**config.mk**
```make
export PLATFORM = sky130hd
export DESIGN_NAME = uart_rx
export DESIGN_NICKNAME = d
export VERILOG_FILES = /design/src/rtl/crg_uart_pkg.sv /design/src/rtl/sync_fifo.sv /design/src/rtl/uart_rx.sv
export SDC_FILE = /design/constraint.sdc
export NUM_CORES = 1
export LEC_CHECK = 0
export ABC_AREA = 1
export CAP_MARGIN = 20
export CORE_MARGIN = 2
export CORE_UTILIZATION = 56
export CTS_CLUSTER_DIAMETER = 120
export DETAILED_ROUTE_END_ITERATION = 8
export GPL_ROUTABILITY_DRIVEN = 0
export PLACE_DENSITY = 0.77
export SLEW_MARGIN = 10
export SYNTH_ARGS = -nofsm -noshare
export SYNTH_HDL_FRONTEND = slang
export SYNTH_HIERARCHICAL = 1
export SYNTH_SLANG_ARGS = --single-unit
```
**constraint.sdc**
```tcl
create_clock -name clk -period 2.65 [get_ports clk]
set_clock_uncertainty 0.15 [all_clocks]
set_input_delay 0.53 -clock clk [delete_from_list [all_inputs] [get_ports clk]]
set_output_delay 0.53 -clock clk [all_outputs]
set_load 0.01 [all_outputs]
```
**src/rtl/crg_uart_pkg.sv**
```systemverilog
`default_nettype none
// ============================================================================
// Module      : crg_uart_pkg
// Description : Shared definitions for the UART receive path. It holds the
//               receiver FSM state encoding, the default clock and baud
//               constants, and the clocks-per-bit helper.
// Ports       : none (package)
// Revision    : 1.0 - initial release
// ============================================================================
package crg_uart_pkg;

   localparam int unsigned DEF_CLK_FREQ = 100_000_000;
   localparam int unsigned DEF_BAUD     = 115_200;

   // Receiver FSM states. ST_PARITY is only reachable in parity builds.
   typedef enum logic [2:0] {
      ST_IDLE      = 3'd0,
      ST_START     = 3'd1,
      ST_DATA      = 3'd2,
      ST_PARITY    = 3'd3,
      ST_STOP      = 3'd4,
      ST_WAIT_IDLE = 3'd5
   } uart_state_e;

   // Clocks per serial bit (integer division, 868 at the defaults).
   function automatic int unsigned calc_cpb(input int unsigned clk_freq,
                                            input int unsigned baud);
      return clk_freq / baud;
   endfunction

endpackage
`default_nettype wire

```
**src/rtl/sync_fifo.sv**
```systemverilog
`default_nettype none
// ============================================================================
// Module      : sync_fifo
// Description : Single-clock show-ahead FIFO. o_data presents the oldest
//               entry while o_valid is high (zero when empty). A push while
//               full is accepted only if a pop happens in the same cycle;
//               otherwise it is dropped and o_drop pulses for that cycle.
// Ports       : clk, rst      - clock, synchronous active-high reset
//               i_push/i_data - write request and data
//               i_pop         - read accept (ignored while empty)
//               o_data        - head-of-FIFO entry
//               o_valid       - FIFO non-empty
//               o_drop        - push discarded because FIFO full
// Revision    : 1.0 - initial release
// ============================================================================
module sync_fifo #(
   parameter int unsigned WIDTH = 8,
   parameter int unsigned DEPTH = 16
) (
   input  logic             clk,
   input  logic             rst,
   input  logic             i_push,
   input  logic [WIDTH-1:0] i_data,
   input  logic             i_pop,
   output logic [WIDTH-1:0] o_data,
   output logic             o_valid,
   output logic             o_drop
);

   localparam int unsigned c_AW = $clog2(DEPTH);

   // One extra pointer bit separates the full and empty cases.
   logic [c_AW:0]    r_wr_ptr;
   logic [c_AW:0]    r_rd_ptr;
   logic [WIDTH-1:0] r_mem [DEPTH];

   logic w_empty;
   logic w_full;
   logic w_do_pop;
   logic w_do_push;

   assign w_empty   = (r_wr_ptr == r_rd_ptr);
   assign w_full    = (r_wr_ptr[c_AW] != r_rd_ptr[c_AW]) &&
                      (r_wr_ptr[c_AW-1:0] == r_rd_ptr[c_AW-1:0]);
   assign w_do_pop  = i_pop && !w_empty;
   // When full, a same-cycle pop frees the slot the write lands in.
   assign w_do_push = i_push && (!w_full || w_do_pop);
   assign o_drop    = i_push && w_full && !w_do_pop;

   assign o_valid = !w_empty;
   assign o_data  = w_empty ? '0 : r_mem[r_rd_ptr[c_AW-1:0]];

   always_ff @(posedge clk) begin
      if (rst) begin
         r_wr_ptr <= '0;
         r_rd_ptr <= '0;
      end else begin
         if (w_do_push) r_wr_ptr <= r_wr_ptr + 1'b1;
         if (w_do_pop)  r_rd_ptr <= r_rd_ptr + 1'b1;
      end
   end

   // Storage needs no reset: o_data is forced to zero while empty.
   always_ff @(posedge clk) begin
      if (w_do_push) r_mem[r_wr_ptr[c_AW-1:0]] <= i_data;
   end

endmodule
`default_nettype wire

```
**src/rtl/uart_rx.sv**
```systemverilog
`default_nettype none
// ============================================================================
// Module      : uart_rx
// Description : UART receiver (8 data bits, LSB first, 1 stop bit) with a
//               two-flop input synchronizer, mid-bit sampling FSM and a
//               show-ahead receive FIFO (sync_fifo).
//               Build option: define UART_RX_PARITY_EN for an even-parity
//               bit between the data and stop bits (8E1). Without it the
//               frame is 8N1 and parity_err is tied low.
// Ports       : clk        - system clock
//               rst        - synchronous active-high reset
//               rxd        - asynchronous serial input, idles high
//               rx_data    - head-of-FIFO byte (valid while rx_valid)
//               rx_valid   - FIFO non-empty
//               rx_ready   - consumer accept, pops when rx_valid is high
//               frame_err  - one-cycle pulse on a bad stop bit
//               parity_err - one-cycle pulse on a parity mismatch
//               overflow   - sticky, a byte was dropped on a full FIFO
// Revision    : 1.0 - initial release
// ============================================================================
module uart_rx
   import crg_uart_pkg::*;
#(
   parameter int unsigned CLK_FREQ   = DEF_CLK_FREQ,
   parameter int unsigned BAUD       = DEF_BAUD,
   parameter int unsigned FIFO_DEPTH = 16
) (
   input  logic       clk,
   input  logic       rst,
   input  logic       rxd,
   output logic [7:0] rx_data,
   output logic       rx_valid,
   input  logic       rx_ready,
   output logic       frame_err,
   output logic       parity_err,
   output logic       overflow
);

   localparam int unsigned c_CPB   = calc_cpb(CLK_FREQ, BAUD);
   localparam int unsigned c_CNT_W = $clog2(c_CPB + 1);

   localparam logic [c_CNT_W-1:0] c_CNT_FULL = c_CNT_W'(c_CPB);
   localparam logic [c_CNT_W-1:0] c_CNT_HALF = c_CNT_W'(c_CPB / 2);
   localparam logic [c_CNT_W-1:0] c_CNT_ONE  = c_CNT_W'(1);

   localparam logic [2:0] c_S_IDLE   = ST_IDLE;
   localparam logic [2:0] c_S_START  = ST_START;
   localparam logic [2:0] c_S_DATA   = ST_DATA;
`ifdef UART_RX_PARITY_EN
   localparam logic [2:0] c_S_PARITY = ST_PARITY;
`endif
   localparam logic [2:0] c_S_STOP   = ST_STOP;
   localparam logic [2:0] c_S_WAIT   = ST_WAIT_IDLE;

   logic               r_sync1;
   logic               r_sync2;
   logic               r_rxd_prev;
   logic [2:0]         r_state;
   logic [c_CNT_W-1:0] r_cnt;
   logic [2:0]         r_bit_idx;
   logic [7:0]         r_shift;
   logic               r_frame_err;
   logic               r_overflow;
`ifdef UART_RX_PARITY_EN
   logic               r_par_bad;
   logic               r_parity_err;
`endif

   logic w_fall;
   logic w_expire;
   logic w_push;
   logic w_drop;

   // ------------------------------------------------------------------
   // Input synchronizer plus one history flop for falling-edge detect.
   // All reset to the idle level so reset never looks like a start bit.
   // ------------------------------------------------------------------
   always_ff @(posedge clk) begin
      if (rst) begin
         r_sync1    <= 1'b1;
         r_sync2    <= 1'b1;
         r_rxd_prev <= 1'b1;
      end else begin
         r_sync1    <= rxd;
         r_sync2    <= r_sync1;
         r_rxd_prev <= r_sync2;
      end
   end

   assign w_fall = r_rxd_prev && !r_sync2;

   // The counter is loaded with N and the sample is taken on the cycle
   // it reads 1, so successive samples are exactly N clocks apart.
   assign w_expire = (r_cnt == c_CNT_ONE);

`ifdef UART_RX_PARITY_EN
   assign w_push = (r_state == c_S_STOP) && w_expire && r_sync2 && !r_par_bad;
`else
   assign w_push = (r_state == c_S_STOP) && w_expire && r_sync2;
`endif

   // ------------------------------------------------------------------
   // Receive FSM
   // ------------------------------------------------------------------
   always_ff @(posedge clk) begin
      if (rst) begin
         r_state     <= c_S_IDLE;
         r_cnt       <= '0;
         r_bit_idx   <= '0;
         r_shift     <= '0;
         r_frame_err <= 1'b0;
`ifdef UART_RX_PARITY_EN
         r_par_bad    <= 1'b0;
         r_parity_err <= 1'b0;
`endif
      end else begin
         r_frame_err <= 1'b0;
`ifdef UART_RX_PARITY_EN
         r_parity_err <= 1'b0;
`endif
         // Free-running countdown in the timed states; reloads below win.
         if ((r_state != c_S_IDLE) && (r_state != c_S_WAIT) && !w_expire)
            r_cnt <= r_cnt - c_CNT_ONE;

         case (r_state)
            c_S_IDLE: begin
               if (w_fall) begin
                  r_state <= c_S_START;
                  r_cnt   <= c_CNT_HALF;
               end
            end
            c_S_START: begin
               if (w_expire) begin
                  // Still low at mid start bit: real frame, else a glitch.
                  if (!r_sync2) begin
                     r_state   <= c_S_DATA;
                     r_cnt     <= c_CNT_FULL;
                     r_bit_idx <= '0;
                  end else begin
                     r_state <= c_S_IDLE;
                  end
               end
            end
            c_S_DATA: begin
               if (w_expire) begin
                  r_shift   <= {r_sync2, r_shift[7:1]};
                  r_cnt     <= c_CNT_FULL;
                  r_bit_idx <= r_bit_idx + 3'd1;
                  if (r_bit_idx == 3'd7) begin
`ifdef UART_RX_PARITY_EN
                     r_state <= c_S_PARITY;
`else
                     r_state <= c_S_STOP;
`endif
                  end
               end
            end
`ifdef UART_RX_PARITY_EN
            c_S_PARITY: begin
               if (w_expire) begin
                  // Even parity: data ones plus parity bit must be even.
                  r_par_bad <= (^r_shift) ^ r_sync2;
                  r_cnt     <= c_CNT_FULL;
                  r_state   <= c_S_STOP;
               end
            end
`endif
            c_S_STOP: begin
               if (w_expire) begin
                  if (r_sync2) begin
`ifdef UART_RX_PARITY_EN
                     r_parity_err <= r_par_bad;
`endif
                     r_state <= c_S_IDLE;
                  end else begin
                     // A bad stop bit masks any parity result.
                     r_frame_err <= 1'b1;
                     r_state     <= c_S_WAIT;
                  end
               end
            end
            c_S_WAIT: begin
               // Hold off while the line stays low (break) so it cannot
               // be mistaken for a run of zero bytes.
               if (r_sync2) r_state <= c_S_IDLE;
            end
            default: begin
               r_state <= c_S_IDLE;
            end
         endcase
      end
   end

   // ------------------------------------------------------------------
   // Receive FIFO and sticky overflow
   // ------------------------------------------------------------------
   sync_fifo #(
      .WIDTH (8),
      .DEPTH (FIFO_DEPTH)
   ) u_fifo (
      .clk     (clk),
      .rst     (rst),
      .i_push  (w_push),
      .i_data  (r_shift),
      .i_pop   (rx_ready),
      .o_data  (rx_data),
      .o_valid (rx_valid),
      .o_drop  (w_drop)
   );

   always_ff @(posedge clk) begin
      if (rst) r_overflow <= 1'b0;
      else if (w_drop) r_overflow <= 1'b1;
   end

   assign frame_err = r_frame_err;
   assign overflow  = r_overflow;
`ifdef UART_RX_PARITY_EN
   assign parity_err = r_parity_err;
`else
   assign parity_err = 1'b0;
`endif

endmodule
`default_nettype wire

```
==> results of run 1 <==
-- timing repair --
| item | in CTS | in global routing |
|---|---|---|
| setup buffers | 5 | 4 |
| hold buffers | 0 | 0 |
| pin swaps | 16 | 8 |
| gates cloned | 3 | 3 |
| gates resized for setup | 48 | 21 |
| endpoints found under the setup margin | 9 | 9 |
-- kinds of logic after synthesis --
group,count (synthesis),synth area share
AO/OA/AOI/OAI,111,0.0829
buffers and inverters,105,0.0635
adder cells (fa/ha/maj),9,0.0147
AND/OR/NAND/NOR,357,0.212
XOR/XNOR,10,0.0114
other,1,0.000490
flip-flops,171,0.615
-- flip-flops by register name, indices dropped and copies added (netlist names), named ones only --
name and count:
r_shift 8, frame_err 1, r_sync2 1, u_fifo/r_mem 128, u_fifo/r_rd_ptr 5, r_rxd_prev 1
r_bit_idx 3, r_cnt 10, r_sync1 1, overflow 1, u_fifo/r_wr_ptr 5, r_state 3
-- metrics by stage --
stage | setup WS (ns) | total power [mW] | instances | instance area (um^2) | setup TNS [ns]
final | 0.0134 | 5.88 | 998 | 8880 | 0
after global routing | -0.0738 | 6.09 | 998 | 8880 | -0.311
after CTS | -0.000108 | 5.90 | 992 | 8810 | -0.000108
after detailed placement | 0.119 | 3.52 | 952 | 8060 | 0
after global placement | 0.147 | 3.50 | 952 | 8060 | 0
after floorplan | 0.170 | 3.41 | 764 | 7650 | 0
-- power breakdown --
| part | leakage [nW] | switching (mW) | internal, mW | total (mW) |
|---|---|---|---|---|
| Clock | 0.280 | 0.960 | 1.42 | 2.38 |
| Combinational | 1.69 | 0.358 | 0.210 | 0.568 |
| Sequential | 1.37 | 0.0507 | 2.88 | 2.93 |
-- worst register-to-register path, cell delays in order (launching register included) --
cell	delay, ns
sky130_fd_sc_hd__dfxtp_1	0.32
sky130_fd_sc_hd__inv_1	0.09
sky130_fd_sc_hd__ha_1	0.22
sky130_fd_sc_hd__nand3_4	0.11
sky130_fd_sc_hd__nor2_8	0.20
sky130_fd_sc_hd__nand3_1	0.11
sky130_fd_sc_hd__nor2_1	0.26
sky130_fd_sc_hd__nand2_4	0.12
sky130_fd_sc_hd__inv_4	0.11
sky130_fd_sc_hd__nand2_2	0.08
sky130_fd_sc_hd__nor2_1	0.13
sky130_fd_sc_hd__buf_4	0.20
-- cells in the mapped netlist, types with 2 or more instances --
| cell type | n |
|---|---|
| sky130_fd_sc_hd__o211ai_1 | 15 |
| sky130_fd_sc_hd__nand2_1 | 129 |
| sky130_fd_sc_hd__buf_2 | 12 |
| sky130_fd_sc_hd__o21ai_0 | 40 |
| sky130_fd_sc_hd__a21oi_2 | 5 |
| sky130_fd_sc_hd__nor2_1 | 127 |
| sky130_fd_sc_hd__dfxtp_1 | 43 |
| sky130_fd_sc_hd__buf_6 | 5 |
| sky130_fd_sc_hd__nand3_1 | 59 |
| sky130_fd_sc_hd__clkbuf_1 | 7 |
| sky130_fd_sc_hd__xor2_1 | 9 |
| sky130_fd_sc_hd__or2_2 | 2 |
| sky130_fd_sc_hd__nor2_2 | 4 |
| sky130_fd_sc_hd__nor2_4 | 4 |
| sky130_fd_sc_hd__inv_1 | 62 |
| sky130_fd_sc_hd__nand4_1 | 4 |
| sky130_fd_sc_hd__edfxtp_1 | 128 |
| sky130_fd_sc_hd__nand3_4 | 3 |
| sky130_fd_sc_hd__ha_1 | 9 |
| sky130_fd_sc_hd__o21bai_1 | 2 |
| sky130_fd_sc_hd__buf_4 | 5 |
| sky130_fd_sc_hd__nand3_2 | 3 |
| sky130_fd_sc_hd__a21oi_1 | 34 |
| sky130_fd_sc_hd__inv_2 | 10 |
| sky130_fd_sc_hd__o21ai_1 | 10 |
| sky130_fd_sc_hd__nand3b_1 | 2 |
| sky130_fd_sc_hd__nand2_4 | 2 |
| sky130_fd_sc_hd__o21ai_2 | 4 |
| sky130_fd_sc_hd__nand2_2 | 14 |
-- final cells by class --
type	count	area [um^2]
Sequential cell	171	4720
Fill cell	979	4420
Multi-Input combinational cell	488	2490
Timing Repair Buffer	56	578
Clock buffer	26	510
Inverter	74	295
Tap cell	176	220
Clock inverter	6	61.3
Timing Repair inverter	1	6.26
-- worst min-delay path by stage --
| stage | endpoint | start |
|---|---|---|
| 2_1_floorplan | r_sync2 | r_sync1 |
| 3_3_place_gp | r_sync2 | r_sync1 |
| 3_5_place_dp | r_sync2 | r_sync1 |
| 4_1_cts | r_sync2 | r_sync1 |
| 5_1_grt | r_sync2 | r_sync1 |
| 6_report | r_sync2 | r_sync1 |
-- layer usage --
layer  up-vias  part of all wire  track usage
met5         -                 0            0
met4         0             0.020       0.0916
met3        34             0.089       0.0634
met2       271              0.49        0.418
met1      2640              0.40        0.330
li1       2652                 -            -
-- cell usage in the layout (no fill, tap or decap), types with 3 or more instances in the layout --
| cell | n |
|---|---|
| sky130_fd_sc_hd__clkinv_2 | 4 |
| sky130_fd_sc_hd__nor2_2 | 7 |
| sky130_fd_sc_hd__edfxtp_1 | 128 |
| sky130_fd_sc_hd__inv_4 | 3 |
| sky130_fd_sc_hd__clkbuf_1 | 5 |
| sky130_fd_sc_hd__inv_1 | 61 |
| sky130_fd_sc_hd__inv_2 | 8 |
| sky130_fd_sc_hd__clkdlybuf4s50_1 | 5 |
| sky130_fd_sc_hd__buf_12 | 6 |
| sky130_fd_sc_hd__nand3_1 | 59 |
| sky130_fd_sc_hd__o21ai_2 | 4 |
| sky130_fd_sc_hd__clkbuf_8 | 3 |
| sky130_fd_sc_hd__dfxtp_2 | 5 |
| sky130_fd_sc_hd__nand2_2 | 14 |
| sky130_fd_sc_hd__nand3_4 | 3 |
| sky130_fd_sc_hd__buf_2 | 5 |
| sky130_fd_sc_hd__nor2_4 | 4 |
| sky130_fd_sc_hd__nand2_1 | 129 |
| sky130_fd_sc_hd__clkbuf_16 | 19 |
| sky130_fd_sc_hd__xor2_1 | 9 |
| sky130_fd_sc_hd__o211ai_1 | 15 |
| sky130_fd_sc_hd__nand3_2 | 3 |
| sky130_fd_sc_hd__o21ai_1 | 21 |
| sky130_fd_sc_hd__o21ai_0 | 29 |
| sky130_fd_sc_hd__a21oi_1 | 29 |
| sky130_fd_sc_hd__ha_1 | 9 |
| sky130_fd_sc_hd__nor2_1 | 124 |
| sky130_fd_sc_hd__a21oi_2 | 10 |
| sky130_fd_sc_hd__buf_4 | 29 |
| sky130_fd_sc_hd__nand4_1 | 4 |
| sky130_fd_sc_hd__dfxtp_1 | 36 |
==> results by group, run 1 <==
Synthesis
  • Mean cell area of the mapped netlist: between 10 and 15 um^2
  • Total of warnings raised by yosys: 6
  • Biggest area consumer among synthesized cells: sky130_fd_sc_hd__edfxtp_1
  • Proportion of synthesized chip area in sequential cells: 0.615
  • Count of distinct cell types in the synthesized netlist: 40
  • Yosys top cell area share: 0.502
  • Netlist Area Pre-Place: 7650 um^2
  • Top flip-flop cell by instance count after synthesis: sky130_fd_sc_hd__edfxtp_1
  • Count of state elements after synthesis: 171
  • Post-synth ARST share: 0
  • Net count of the mapped netlist: 777
  • Number of flops mapped to enable cells by yosys: between 100 and 150
  • Cell count after synthesis: between 700 and 800
  • Synth top area cells: sky130_fd_sc_hd__edfxtp_1 50%, sky130_fd_sc_hd__dfxtp_1 11%, sky130_fd_sc_hd__nand2_1 6.3%

Clock tree
  • Inserted Clock Buffers: 17
  • H-tree depth reported by CTS: 4
  • Clock tree from TritonCTS: yes
  • Clock Tree Root: sky130_fd_sc_hd__clkbuf_16
  • Number of clock sinks: 171
  • Bufs on Longest Clock Path: 2
  • Clk slew on worst S/H paths: ~0.060 ns
  • Worst-skew pair later-pin latency: between 0.4 and 0.5 ns

Die
  • Total number of placement rows: 42
  • Core area: ~13000 um^2
  • Die width: 121 um
  • Effective utilization at floorplan: 0.575
  • Count of pins on the block boundary: 16
  • Die footprint: 14600 um^2
  • Die Span Y: 121 um

Timing
  • Final Hold Viols: 0
  • Share of the cycle needed by the critical path after routing: 0.995
  • Maximum clock frequency: 379 MHz
  • Worst Hold Slack: between 0.2 and 0.3 ns
  • Post-layout minimum cycle time: about 2.6 ns
  • Number of setup violations in the final report: 0
  • Number of max-slew violations in the final report: 0
  • Worst slew slack as a fraction of its limit: 0.460
  • Unrepaired setup endpoints after global routing: true
  • Transition time at the pin with the least slew margin: 0.809 ns

Setup path
  • Crit Path Category: reg2out
  • Largest fanout on the critical path: 7
  • Capturing instance or port of the critical path: rx_data[2]
  • Combined buffer and inverter count along the critical path: 3
  • Crit path max-delay cell type: sky130_fd_sc_hd__dfxtp_4
  • Critical-path cell list: buf_6, clkbuf_16, o211ai_1, nand3_1, nand2_1, nand2_1, nand2_1, nor2_2, buf_2
  • Crit path top cell by count: sky130_fd_sc_hd__nand2_1
  • Delay contributed by the slowest stage of the critical path: ~0.40 ns
  • Endpoint of the lowest-slack register-to-register path: u_fifo/r_mem[9][3]
  • Crit end category: output pin
  • Reg2Reg Launch Point: r_cnt[1]
  • Logic depth of the worst setup path including buffers: 9
  • Cells on worst reg2reg path: 11
  • Startpoint class of the critical path: flop
  • Endpoint required time on the critical path: about 2.0 ns
  • Worst setup slack for register-to-register paths: 0.24 ns
  • Data arrival time of the critical path: just under 2 ns
  • Family with the most delay on the worst path: buffers and inverters

Drt
  • Total via count in the routed design: 5597
  • Total wirelength of the detailed-routed design: about 18 mm
  • Via density per instance: 5.61
  • Post-route antenna net violation count: 0
  • First-pass iteration count of the detailed router: 6
  • Number of design-rule violations left by the first detailed-router iteration: slightly below 800
  • Routed wirelength normalized by instance count: 17.7 um
  • Drt drc: 0

Final layout
  • Layout Nets: 822
  • Total inserted antenna cells: 0
  • Fraction of final layout cells sized beyond drive strength 1: 0.181
  • Signed area change from the synthesized netlist to the final layout: 16.0%
  • Layout Utilization: 0.668

Global routing
  • GR Util All Layers: 0.255
  • Largest net degree at the start of global routing: 28
  • Number of global-route vias before repair: approximately 5400
  • Initial antenna violation count: 0
  • Remaining global-route overflow: 0
  • Global-route wire length before repair: 27.8 mm

Power
  • Static Leakage: 3.35 nW
  • Worst vdd rail ir drop: 0.446 mV
  • Power per Cell Area: 663 nW/um^2

Placed design
  • Port Buf Inserts: 14
  • DP Wirelength: 10.8 mm

Min path
  • Min-Delay Path Depth: 1
  • Class of the worst hold path: reg2reg

Job
  • Max-capacitance violation count: 0

Run status
  • Status: completed
Power figures use the tool's default switching activity.
==> inputs of run 2 (changes only) <==
GPL_ROUTABILITY_DRIVEN = 1   (was 0)
PLACE_DENSITY = 0.81   (was 0.77)
clock period = 2.4 ns   (was 2.65 ns; I/O delays follow)
==> run 2 against run 1 <==
The run now ends with negative setup slack left. Highest routed layer unchanged. Largest cell class unchanged. Die area did not move. Sequential share of layout area fell by 1.3 points. Total power rose by 15%. Core utilization rose by 1.6 points. Routed wire length rose by 5.5%. Count of clock-buffer cells in the layout fell by 5. Clock power rose by 21%. Non-clock buffer count rose by 15. First-iteration DRC count fell by 7.7%.
==> results by group, run 2 (synthesis results as in run 1) <==
Run status
  • Status: finished with violations (was completed)
  • Failing checks: negative setup slack

Clock tree
  • Bufs on Longest Clock Path: 2 (unchanged)
  • Clk slew on worst S/H paths: 0.06 ns (about the same)
  • Inserted Clock Buffers: 17 (unchanged)
  • Clock tree from TritonCTS: yes (unchanged)
  • Number of clock sinks: 171 (unchanged)
  • H-tree depth reported by CTS: 4 (unchanged)
  • Worst-skew pair later-pin latency: 0.43 ns (about the same)
  • Count of hold-fix buffers inserted at cts: 0 (unchanged)
  • Clock Tree Root: sky130_fd_sc_hd__clkbuf_16 (unchanged)

Timing
  • Post-layout minimum cycle time: around 2.6 ns
  • Final critical-path setup slack: -0.188 ns (was 0.0134 ns)
  • Unrepaired setup endpoints after global routing: true (unchanged)
  • Number of max-slew violations in the final report: 0 (unchanged)
  • Transition time at the pin with the least slew margin: 0.891 ns (was 0.809 ns)
  • Worst Hold Slack: 0.275 ns (about the same)
  • Maximum clock frequency: 386 MHz
  • Share of the cycle needed by the critical path after routing: 1.08
  • Final Hold Viols: 0 (unchanged)
  • Number of setup violations in the final report: 8 (was 0)
  • Worst slew slack as a fraction of its limit: 0.405 (was 0.460)

Placed design
  • DP Wirelength: 11.5 mm (was 10.8 mm)
  • Port Buf Inserts: 14 (unchanged)
  • Pre-CTS worst setup slack: -0.0376 ns (was 0.119 ns)
  • Final weighted congestion of routability-driven global placement: 0.888
  • Instance area after placement: 8190 um^2 (was 8060 um^2)

Setup path
  • Reg2Reg Launch Point: r_cnt[5] (was r_cnt[1])
  • Delay contributed by the slowest stage of the critical path: 0.44 ns (was 0.40 ns)
  • Crit path top cell by count: sky130_fd_sc_hd__nor2_1 (was sky130_fd_sc_hd__nand2_1)
  • Combined buffer and inverter count along the critical path: 3 (unchanged)
  • Logic depth of the worst setup path including buffers: 9 (unchanged)
  • Cells on worst reg2reg path: 10 (was 11)
  • Family with the most delay on the worst path: simple AND/OR/NAND/NOR gates (was buffers and inverters)
  • Endpoint required time on the critical path: 1.77 ns (was 1.97 ns)
  • Data arrival time of the critical path: 1.96 ns (about the same)
  • Critical-path cell list: inv_4, buf_12, nor2_1, nor2_1, o21ai_0, nand3_1, a21oi_1, nor2_1, buf_2 (was buf_6, clkbuf_16, o211ai_1, nand3_1, nand2_1, nand2_1, nand2_1, nor2_2, buf_2)
  • Startpoint class of the critical path: flop (unchanged)
  • Crit path max-delay cell type: sky130_fd_sc_hd__dfxtp_4 (unchanged)
  • Largest fanout on the critical path: 21 (was 7)
  • Crit Path Category: reg2out (unchanged)
  • Crit end category: output pin (unchanged)

Die
  • Die footprint: 14600 um^2 (unchanged)
  • Effective utilization at floorplan: 0.575 (unchanged)
  • Die Span Y: 121 um (unchanged)
  • Count of pins on the block boundary: 16 (unchanged)
  • Total number of placement rows: 42 (unchanged)
  • Die width: 121 um (unchanged)
  • Core area: 13300 um^2 (unchanged)

Drt
  • First-pass iteration count of the detailed router: 5 (was 6)
  • Total wirelength of the detailed-routed design: 18.7 mm (was 17.7 mm)
  • Post-route antenna net violation count: 0 (unchanged)
  • Number of design-rule violations left by the first detailed-router iteration: 719 (was 779)
  • Via density per instance: 5.73 (was 5.61)
  • Drt drc: 0 (unchanged)
  • Routed wirelength normalized by instance count: 18.5 um (was 17.7 um)
  • Total via count in the routed design: 5801 (was 5597)

Global routing
  • Global-route wire length before repair: 28.9 mm (was 27.8 mm)
  • Initial antenna violation count: 0 (unchanged)
  • Largest net degree at the start of global routing: 27 (was 28)
  • Number of global-route vias before repair: 5734 (was 5351)
  • Remaining global-route overflow: 0 (unchanged)
  • GR Util All Layers: 0.264 (was 0.255)

Final layout
  • Leading cell types in the layout, fill and taps excluded: 128 x sky130_fd_sc_hd__edfxtp_1, 127 x sky130_fd_sc_hd__nand2_1, 115 x sky130_fd_sc_hd__nor2_1 (was 129 x sky130_fd_sc_hd__nand2_1, 128 x sky130_fd_sc_hd__edfxtp_1, 124 x sky130_fd_sc_hd__nor2_1)
  • Total inserted antenna cells: 0 (unchanged)
  • Cell area after layout: 9080 um^2 (was 8880 um^2)
  • Layout Nets: 836 (was 822)
  • Signed area change from the synthesized netlist to the final layout: 18.7% (was 16.0%)
  • Largest register FFs: 128 (unchanged)
  • Fraction of final layout cells sized beyond drive strength 1: 0.209 (was 0.181)
  • Most frequent standard cell in the layout excluding fill and tap cells: sky130_fd_sc_hd__edfxtp_1 (was sky130_fd_sc_hd__nand2_1)

Power
  • Internal power: 5.20 mW (was 4.51 mW)
  • Fraction of power spent switching nets: 0.233 (about the same)
  • Static Leakage: 3.42 nW (was 3.35 nW)
  • Combinational share of power: 0.099 (was 0.097)
  • Switching Power: 1.58 mW (was 1.37 mW)
  • Part of the total power dissipated in sequential elements: 0.477 (was 0.498)
  • Portion of total power attributed to the clock network: 0.424 (was 0.405)
  • Worst vdd rail ir drop: 0.452 mV (was 0.446 mV)
  • Power per Cell Area: 746 nW/um^2 (was 663 nW/um^2)

Min path
  • Worst hold path startpoint: r_sync1 (unchanged)
  • Class of the worst hold path: reg2reg (unchanged)
  • Min-Delay Path Depth: 1 (unchanged)

Job
  • Max-capacitance violation count: 0 (unchanged)
[run 2: cell count changes in the layout (fill, tap and decap cells not counted), sizes merged]
cell	change
inv	-2
dlymetal6s2s	-1
buf	+18
clkbuf	-7
dlygate4sd2	+1
clkdlybuf4s15	-1
clkinvlp	+3
bufinv	+3
[run 2: final timing paths]
kind	endpoint	slack, ns
worst max-delay path	rx_data[3]	-0.19
worst min-delay path	r_sync2	0.27
worst max register to register	u_fifo/r_mem[12][2]	0.08
worst min register to register	r_sync2	0.27
[run 2: what timing repair did]
action | in CTS | in global routing
endpoints found under the setup margin | 57 | 129
buffers inserted | 4 | 7
pin swaps | 23 | 9
resized for setup | 56 | 19
gates cloned | 4 | 1
[run 2: routing by layer]
layer  GRT usage  up-vias  share of wire
met2       0.437      324           0.50
met5           0        -              0
met3      0.0620       61          0.088
met1       0.331     2741           0.38
li1            -     2675              -
met4       0.116        0          0.035
[run 2: area by class of cell]
type,instances,area (um^2)
clock inverters,11,169
clock buffers,21,450
flip-flops and latches,171,4710
repair buffers,71,714
multi-input cells,488,2530
fillers,948,4210
well taps,176,220
inverters,74,288
[run 2: worst register-to-register path: cells and delay by family (launching register included)]
family	cells	cell delay (ns)
buffers and inverters	2	0.32
flip-flops	1	0.35
AND/OR/NAND/NOR	8	1.19
[run 2: stage by stage]
stage,utilization,setup TNS (ns),instances,total power [mW]
2_1_floorplan,-,-8.96,764,3.76
3_3_place_gp,0.616,-0.0757,965,3.88
3_5_place_dp,0.616,-0.931,965,3.90
4_1_cts,0.673,-0.696,1005,6.75
5_1_grt,0.683,-1.63,1012,7.02
6_report,0.683,-0.999,1012,6.78
[run 2: power by group through the flow]
| stage | clock network (mW) | registers, mW | logic (mW) |
|---|---|---|---|
| floorplan | 0 | 3.28 | 0.480 |
| global placement | 0 | 3.29 | 0.585 |
| detailed placement | 0 | 3.29 | 0.611 |
| CTS | 2.90 | 3.23 | 0.627 |
| global route | 3.03 | 3.24 | 0.752 |
| finish | 2.87 | 3.24 | 0.671 |
